<file path="src/rtl/cache_ctrl_fsm.sv">
// Write-back cache control FSM: hit/miss classification, dirty-line eviction, paced line refill.
// Optional performance counters are built when CACHE_PERF_CNT_EN is defined.
module cache_ctrl_fsm #(
  parameter int OFFSET_W = 5,
  parameter int STRB_GAP = 1,
  parameter int CNT_W    = 16
) (
  input  logic                clk,
  input  logic                rst_n,
  input  logic                cs,
  input  logic                wr_rd_cpu,
  input  logic                hit,
  input  logic                line_valid,
  input  logic                line_dirty,
  output logic                busy,
  output logic                rdy,
  output logic                wen_sram,
  output logic                mux_sel,
  output logic                demux_sel,
  output logic                addr_sel,
  output logic                wr_rd_sdram,
  output logic                memstrb,
  output logic [OFFSET_W-1:0] addr_offset,
  output logic                set_valid,
  output logic                set_dirty,
  output logic                clr_dirty,
  output logic [2:0]          state,
  output logic [CNT_W-1:0]    hit_cnt,
  output logic [CNT_W-1:0]    miss_cnt,
  output logic [CNT_W-1:0]    evict_cnt
);

  localparam logic [2:0] S_IDLE   = 3'd0;
  localparam logic [2:0] S_WR_HIT = 3'd1;
  localparam logic [2:0] S_RD_HIT = 3'd2;
  localparam logic [2:0] S_EVICT  = 3'd3;
  localparam logic [2:0] S_FILL   = 3'd4;
  localparam logic [2:0] S_DONE   = 3'd5;

  localparam logic [3:0] GAP_MAX = 4'(STRB_GAP);

  logic [2:0]          state_q, state_d;
  logic                wr_q, wr_d;
  logic [3:0]          gap_q, gap_d;
  logic [OFFSET_W-1:0] off_q, off_d;

  logic in_xfer, beat_end, phase_end, strb;

  assign in_xfer   = (state_q == S_EVICT) || (state_q == S_FILL);
  assign beat_end  = (gap_q == GAP_MAX);
  assign phase_end = beat_end && (off_q == '1);
  assign strb      = in_xfer && (gap_q == 4'd0);

  always_ff @(posedge clk or negedge rst_n) begin
    if (!rst_n) begin
      state_q <= S_IDLE;
      wr_q    <= 1'b0;
      gap_q   <= '0;
      off_q   <= '0;
    end else begin
      state_q <= state_d;
      wr_q    <= wr_d;
      gap_q   <= gap_d;
      off_q   <= off_d;
    end
  end

  always_comb begin
    state_d = state_q;
    wr_d    = wr_q;
    gap_d   = '0;
    off_d   = '0;
    // Beat engine: the offset wraps to 0 exactly at the end of the last beat.
    if (in_xfer) begin
      if (beat_end) begin
        off_d = off_q + OFFSET_W'(1);
      end else begin
        gap_d = gap_q + 4'd1;
        off_d = off_q;
      end
    end
    case (state_q)
      S_IDLE: begin
        if (cs) begin
          wr_d = wr_rd_cpu;
          if (hit)                          state_d = wr_rd_cpu ? S_WR_HIT : S_RD_HIT;
          else if (line_valid && line_dirty) state_d = S_EVICT;
          else                              state_d = S_FILL;
        end
      end
      S_WR_HIT, S_RD_HIT: state_d = S_DONE;
      S_EVICT:  if (phase_end) state_d = S_FILL;
      S_FILL:   if (phase_end) state_d = wr_q ? S_WR_HIT : S_RD_HIT;
      S_DONE:   state_d = S_IDLE;
      default:  state_d = S_IDLE;
    endcase
  end

  always_comb begin
    busy        = 1'b0;
    rdy         = 1'b0;
    wen_sram    = 1'b0;
    mux_sel     = 1'b0;
    demux_sel   = 1'b0;
    addr_sel    = 1'b0;
    wr_rd_sdram = 1'b0;
    memstrb     = 1'b0;
    addr_offset = '0;
    set_valid   = 1'b0;
    set_dirty   = 1'b0;
    clr_dirty   = 1'b0;
    case (state_q)
      S_WR_HIT: begin
        busy      = 1'b1;
        wen_sram  = 1'b1;
        set_dirty = 1'b1;
      end
      S_RD_HIT: begin
        busy      = 1'b1;
        demux_sel = 1'b1;
      end
      S_EVICT: begin
        busy        = 1'b1;
        addr_sel    = 1'b1;
        wr_rd_sdram = 1'b1;
        memstrb     = strb;
        addr_offset = off_q;
        clr_dirty   = phase_end;
      end
      S_FILL: begin
        // SDRAM read data is valid in the strobe cycle, so write SRAM then.
        busy        = 1'b1;
        mux_sel     = 1'b1;
        memstrb     = strb;
        wen_sram    = strb;
        addr_offset = off_q;
        set_valid   = phase_end;
      end
      S_DONE: begin
        busy = 1'b1;
        rdy  = 1'b1;
      end
      default: ;
    endcase
  end

  assign state = state_q;

`ifdef CACHE_PERF_CNT_EN
  logic             acc;
  logic [CNT_W-1:0] hit_q, miss_q, evict_q;

  assign acc = (state_q == S_IDLE) && cs;

  always_ff @(posedge clk or negedge rst_n) begin
    if (!rst_n) begin
      hit_q   <= '0;
      miss_q  <= '0;
      evict_q <= '0;
    end else if (acc) begin
      if (hit) begin
        if (hit_q != '1) hit_q <= hit_q + CNT_W'(1);
      end else begin
        if (miss_q != '1) miss_q <= miss_q + CNT_W'(1);
        if (line_valid && line_dirty && evict_q != '1) evict_q <= evict_q + CNT_W'(1);
      end
    end
  end

  assign hit_cnt   = hit_q;
  assign miss_cnt  = miss_q;
  assign evict_cnt = evict_q;
`else
  assign hit_cnt   = '0;
  assign miss_cnt  = '0;
  assign evict_cnt = '0;
`endif

endmodule

</file>
<file path="config.mk">
export PLATFORM = sky130hd
export DESIGN_NAME = cache_ctrl_fsm
export DESIGN_NICKNAME = d
export VERILOG_FILES = /design/src/rtl/cache_ctrl_fsm.sv
export SDC_FILE = /design/constraint.sdc
export NUM_CORES = 1
export LEC_CHECK = 0
export BUFFER_PORTS_ARGS = -buffer_cell sky130_fd_sc_hd__buf_2
export CAP_MARGIN = 20
export CORE_ASPECT_RATIO = 1.2
export CORE_UTILIZATION = 45
export CTS_CLUSTER_DIAMETER = 100
export DETAILED_ROUTE_END_ITERATION = 7
export GPL_TIMING_DRIVEN = 0
export PLACE_DENSITY_LB_ADDON = 0.2
export SKIP_LAST_GASP = 1
export SLEW_MARGIN = 20
export SYNTH_ARGS = -nofsm -noshare
export SYNTH_HDL_FRONTEND = slang
export SYNTH_SLANG_ARGS = --single-unit
</file>
<file path="constraint.sdc">
create_clock -name clk -period 3 [get_ports clk]
set_input_delay 0.3 -clock clk [delete_from_list [all_inputs] [get_ports clk]]
set_output_delay 0.3 -clock clk [all_outputs]
set_load 0.02 [all_outputs]
</file>
# After elaboration in Yosys (flattened, before gate mapping)

Cells that the tools add are included.

Bits in registers: 13
Bits of input ports: 7
Output and inout port bits: 67
Logic and storage cells: 51

Add/sub/neg operators: 2
Eq/ne operators: 11
Muxes and demuxes: 23
Reduce and logical (&&, ||, !) cells: 11

Operators by type and width:

| kind                                                                   | count |
|---|---|
| 3-bit 2-to-1 mux                                                       | 5 |
| 5-bit 2-to-1 mux                                                       | 3 |
| 3-bit case mux with 4 select lines                                     | 1 |
| 1-bit 2-to-1 mux                                                       | 9 |
| 4-bit 2-to-1 mux                                                       | 2 |
| 3-bit by 2-bit equality test with 1-bit output (second input constant) | 2 |
| 3-bit equality test (second input constant)                            | 2 |
| 2-bit != test (second input constant)                                  | 3 |
| 5-bit by 1-bit adder with 5-bit output (second input constant)         | 1 |
| 5-bit equality test (second input constant)                            | 1 |
| 5-bit OR reduction                                                     | 1 |
| 4-bit by 1-bit adder with 4-bit output (second input constant)         | 1 |
| 4-bit by 1-bit equality test with 1-bit output (second input constant) | 1 |
| 4-bit logical NOT                                                      | 1 |
| 2-bit 2-to-1 mux                                                       | 2 |
| 2-bit OR reduction                                                     | 2 |
| 3-bit by 1-bit equality test with 1-bit output (second input constant) | 1 |
| 1-bit logical AND                                                      | 3 |
| 3-bit logical NOT                                                      | 1 |
| 3-bit AND reduction                                                    | 1 |
| 2-bit by 1-bit != test with 1-bit output (second input constant)       | 1 |
| 1-bit case mux with 2 select lines                                     | 1 |
| 2-bit AND reduction                                                    | 1 |
| 1-bit logical OR                                                       | 1 |

# Depth between registers and ports, before layout

Depth in word-level cells: 5
Mapped depth: 7
Mapped depth without buffers: 6

# Least setup slack after synthesis

No wires, ideal clock.

Path kind: flip-flop to output port
Start point: reg state_q[1], in the netlist state[1]
End point: out memstrb
Data arrival time: 1.773 ns
Data required time: 2.700 ns
Setup slack: 0.927 ns
Cell stages (with the launch flop): 7
Path buffers: 2
Path through: dfrtp_1 > buf_2 > nand2_1 > nor2_1 > nor2_2 > buf_2 > nor2_1

Cells in the longest elaborated chain, start to end: 4
Elaborated cells on any way between the ends: 6
Those cells by class: 2 x eq/ne; 1 x mux; 3 x reduce/logical

RTL lines:

| what                                                                                  | RTL line | RTL |
|---|---|---|
| start: declaration                                                                    | 42       | `logic [2:0] state_q, state_d;` |
| start signal: assignment                                                              | 61       | `state_q <= state_d;` |
| 3-bit by 2-bit equality test with 1-bit output or 3-bit equality test (tied branches) | 49, 112  |  |
| 1-bit logical OR                                                                      | 49       | `assign in_xfer = (state_q == S_EVICT) \|\| (state_q == S_FILL);` |
| 1-bit logical AND                                                                     | 52       | `assign strb = in_xfer && (gap_q == 4'd0);` |
| 1-bit 2-to-1 mux (*)                                                                  | 112      | `case (state_q)` |
| end: declaration                                                                      | 22       | `output logic memstrb,` |

Mark *: on every way between the ends. The rest lies on a longest branch, timed or not.

# Worst setup path after layout

Start point: reg gap_q[1]
End point: out clr_dirty

Cells in the longest elaborated chain, start to end: 3

RTL lines:

| what                                           | RTL line | RTL |
|---|---|---|
| start: declaration                             | 44       | `logic [3:0] gap_q, gap_d;` |
| start signal: assignment                       | 63       | `gap_q <= gap_d;` |
| 4-bit by 1-bit equality test with 1-bit output | 50       | `assign beat_end = (gap_q == GAP_MAX);` |
| 1-bit logical AND                              | 51       | `assign phase_end = beat_end && (off_q == '1);` |
| 1-bit 2-to-1 mux                               | 112      |  |
| end: declaration                               | 26       | `output logic clr_dirty,` |

No other way between the ends.

==> load_flow_metrics.sql <==
INSERT INTO impl_metrics (metric_group, metric, value, unit) VALUES
('run_status', 'outcome', 'completed', ''),
('critical_path', 'critical_path.n_buffers_inverters', '1', ''),
('placed_design', 'placed_cells', '236', ''),
('synthesis', 'ys.flop_type', 'sky130_fd_sc_hd__dfrtp_1', ''),
('timing', 'grt_setup_unrepaired', 'false', ''),
('clock_tree', 'htree_levels', '1', ''),
('timing', 'setup_violations', '0', ''),
('timing', 'max_slew_margin', '0.623', ''),
('floorplan', 'design.die.area', '0.00275', 'sq mm'),
('placed_design', 'place_ws', '1.11', 'ns'),
('clock_tree', 'ctsRootBufferMaster', 'sky130_fd_sc_hd__clkbuf_4', ''),
('power_and_ir_drop', 'pwr-share-comb', '0.288', ''),
('synthesis', 'asyncSetResetFlopFracSynth', '1.00', ''),
('floorplan', 'die_height', '57.2', 'um'),
('grt', 'largest_net_degree_at_the_start_of_global_routing', '14', ''),
('timing', 'finalSetupTns', '0', 'ns'),
('clock_tree', 'clock_insertion_delay_worst_skew', '0.28', 'ns'),
('power_and_ir_drop', 'seqPwrFrac', '0.440', ''),
('clock_tree', 'cts_tree', 'built', ''),
('grt', 'grt_remaining_overflow', '0', ''),
('critical_path', 'crit_path_start_kind', 'flop', ''),
('critical_path', 'worst-endpoint-required', '2.70', 'ns'),
('critical_path', 'max_stage_delay', '0.58', 'ns'),
('synthesis', 'synth_largest_type_area_fraction', '0.322', ''),
('timing', 'worst_hold_slack', '0.291', 'ns'),
('critical_path', 'slowest_stage', 'sky130_fd_sc_hd__nor4b_4', ''),
('synthesis', 'synth_warnings', '0', ''),
('timing', 'layout_min_cycle_time', '2.19', 'ns'),
('floorplan', 'rows', '19', ''),
('layout', 'register_area', '325', 'sq um'),
('placed_design', 'detailed_place_hpwl', '1690', 'um'),
('layout', 'final_net_count', '220', ''),
('critical_path', 'timing.critical_path.to_type', 'output pin', ''),
('routing', 'count_of_vias_placed_by_the_detailed_router', '913', ''),
('layout', 'design_area', '0.00152', 'sq mm'),
('floorplan', 'core_area', '0.00235', 'sq mm'),
('routing', 'dr.first_iter.drc_count', '19', ''),
('routing', 'totalWireLength', '2070', 'um'),
('critical_path', 'path_delay_family', 'simple AND/OR/NAND/NOR gates', ''),
('grt', 'antenna_found_initial', '0', ''),
('power_and_ir_drop', 'power.density_cell_area', '262', 'mW/mm^2'),
('synthesis', 'synth_top_cells_by_area', 'sky130_fd_sc_hd__buf_4, sky130_fd_sc_hd__dfrtp_1, sky130_fd_sc_hd__nor2_1', ''),
('synthesis', 'synth_seq_cells', '13', ''),
('routing', 'drt-vias-per-instance', '3.79', ''),
('power_and_ir_drop', 'p_leak', '0.922', 'nW'),
('routing', 'drtPass1Iterations', '4', ''),
('timing', 'finClkSkew', '0.00474', 'ns'),
('layout', 'most-common-layout-cells', 'sky130_fd_sc_hd__buf_4, sky130_fd_sc_hd__conb_1, sky130_fd_sc_hd__buf_2, sky130_fd_sc_hd__nor2_1, sky130_fd_sc_hd__dfrtp_1', ''),
('layout', 'multiInputGateArea', '607', 'sq um'),
('clock_tree', 'numCtsBuffers', '3', ''),
('placed_design', 'gp_congestion', '0.813', ''),
('timing', 'timing_hold_violations_final', '0', ''),
('floorplan', 'initial_utilization', '0.485', ''),
('grt', 'grt_pass1_vias', '746', ''),
('synthesis', 'synth_sequential_area_ratio', '0.285', ''),
('critical_path', 'worstSetupPathType', 'reg -> out', ''),
('clock_tree', 'clock_sinks', '13', ''),
('power_and_ir_drop', 'cell_internal_pwr', '0.000273', 'W'),
('layout', 'diodes', '0', ''),
('timing', 'worst_pin_slew', '0.562', 'ns'),
('critical_path', 'crit_fanout', '8', ''),
('critical_path', 'cp.arrival', '1.89', 'ns'),
('power_and_ir_drop', 'power.clock.fraction', '0.272', ''),
('timing', 'final_max_slew_viol_count', '0', ''),
('floorplan', 'die_x', '48.0', 'um'),
('synthesis', 'synth_enable_flop_cells', '0', ''),
('synthesis', 'synthDominantAreaCellType', 'sky130_fd_sc_hd__buf_4', ''),
('layout', 'drive_gt1_frac', '0.414', ''),
('synthesis', 'syn_area_cell', '8.59', 'sq um'),
('routing', 'route.detailed.drc', '0', ''),
('routing', 'antenna_violating_nets_post_route', '0', '');
[layer usage]
| metal | vias up | wire length, um | track usage |
|---|---|---|---|
| met5 | - | 0 | 0 |
| met2 | 38 | 1000 | 0.245 |
| met3 | 4 | 126 | 0.0190 |
| met1 | 379 | 914 | 0.217 |
| met4 | 0 | 25 | 0.0635 |
| li1 | 492 | - | - |
[cells by family after synthesis]
group | synth area share
fa+ha+maj | 0.0219
buf+inv | 0.338
xor+xnor | 0.0383
flops | 0.285
simple gates | 0.206
other cells | 0.00328
mux | 0.0460
compound gates | 0.0613
[layout make-up]
type	instances	share of cell area
multi-input cells	114	0.400
inverters	1	0.00247
flip-flops and latches	13	0.214
clock buffers	4	0.0173
plain buffers	52	0.252
repair buffers	26	0.0890
well taps	31	0.0255
[power by group through the flow]
stage | sequential, W | combinational, W | clock (W)
2_1_floorplan | 0.000179 | 0.000102 | 0
4_1_cts | 0.000175 | 0.000112 | 0.000111
3_5_place_dp | 0.000179 | 0.000111 | 0
6_report | 0.000175 | 0.000115 | 0.000108
5_1_grt | 0.000175 | 0.000126 | 0.000122
3_3_place_gp | 0.000179 | 0.000111 | 0
[flip-flops by register name (all words and copies together), names as in the netlist]
signal and flops:
gap_q 4, off_q 5, state 3, wr_q 1
[worst register-to-register path, stage by stage (launching register included)]
cell and delay (ns):
sky130_fd_sc_hd__dfrtp_1 0.45, sky130_fd_sc_hd__nor4b_4 0.58, sky130_fd_sc_hd__nand2_2 0.18, sky130_fd_sc_hd__a32oi_1 0.18, sky130_fd_sc_hd__o31ai_1 0.09
[through the flow]
stage | util | power (W)
global route | 0.645 | 0.000423
detailed placement | 0.630 | 0.000290
finish | 0.645 | 0.000398
CTS | 0.645 | 0.000398
global placement | 0.630 | 0.000289
floorplan | - | 0.000281
[worst paths after layout]
check	slack, ns	startpoint	cells past startpoint	end
min in group asynchronous	0.44	rst_n	2	off_q[1]
min reg2reg	0.49	wr_q	1	state[1]
max in group asynchronous	2.33	rst_n	2	state[1]
min	0.29	wr_rd_cpu	2	wr_q
max	0.81	gap_q[1]	4	clr_dirty
max reg2reg	1.40	gap_q[1]	4	state[1]
[what timing repair did]
action                    CTS  global route
hold buffers                1             0
gates resized for setup     0             0
setup buffers               0             0
hold endpoints to repair   13             0
[synthesized netlist by cell type (all sizes together) (2+ instances only)]
library cell / number
buf: 52
nor2: 15
dfrtp: 13
nand2: 10
nor2b: 5
xor2: 4
mux2i: 3
nor3: 3
o21ai: 3
a21oi: 2
and3: 2
ha: 2
mux2: 2
nor3b: 2
o211ai: 2
Note: power is estimated with default switching activity, not from simulation.
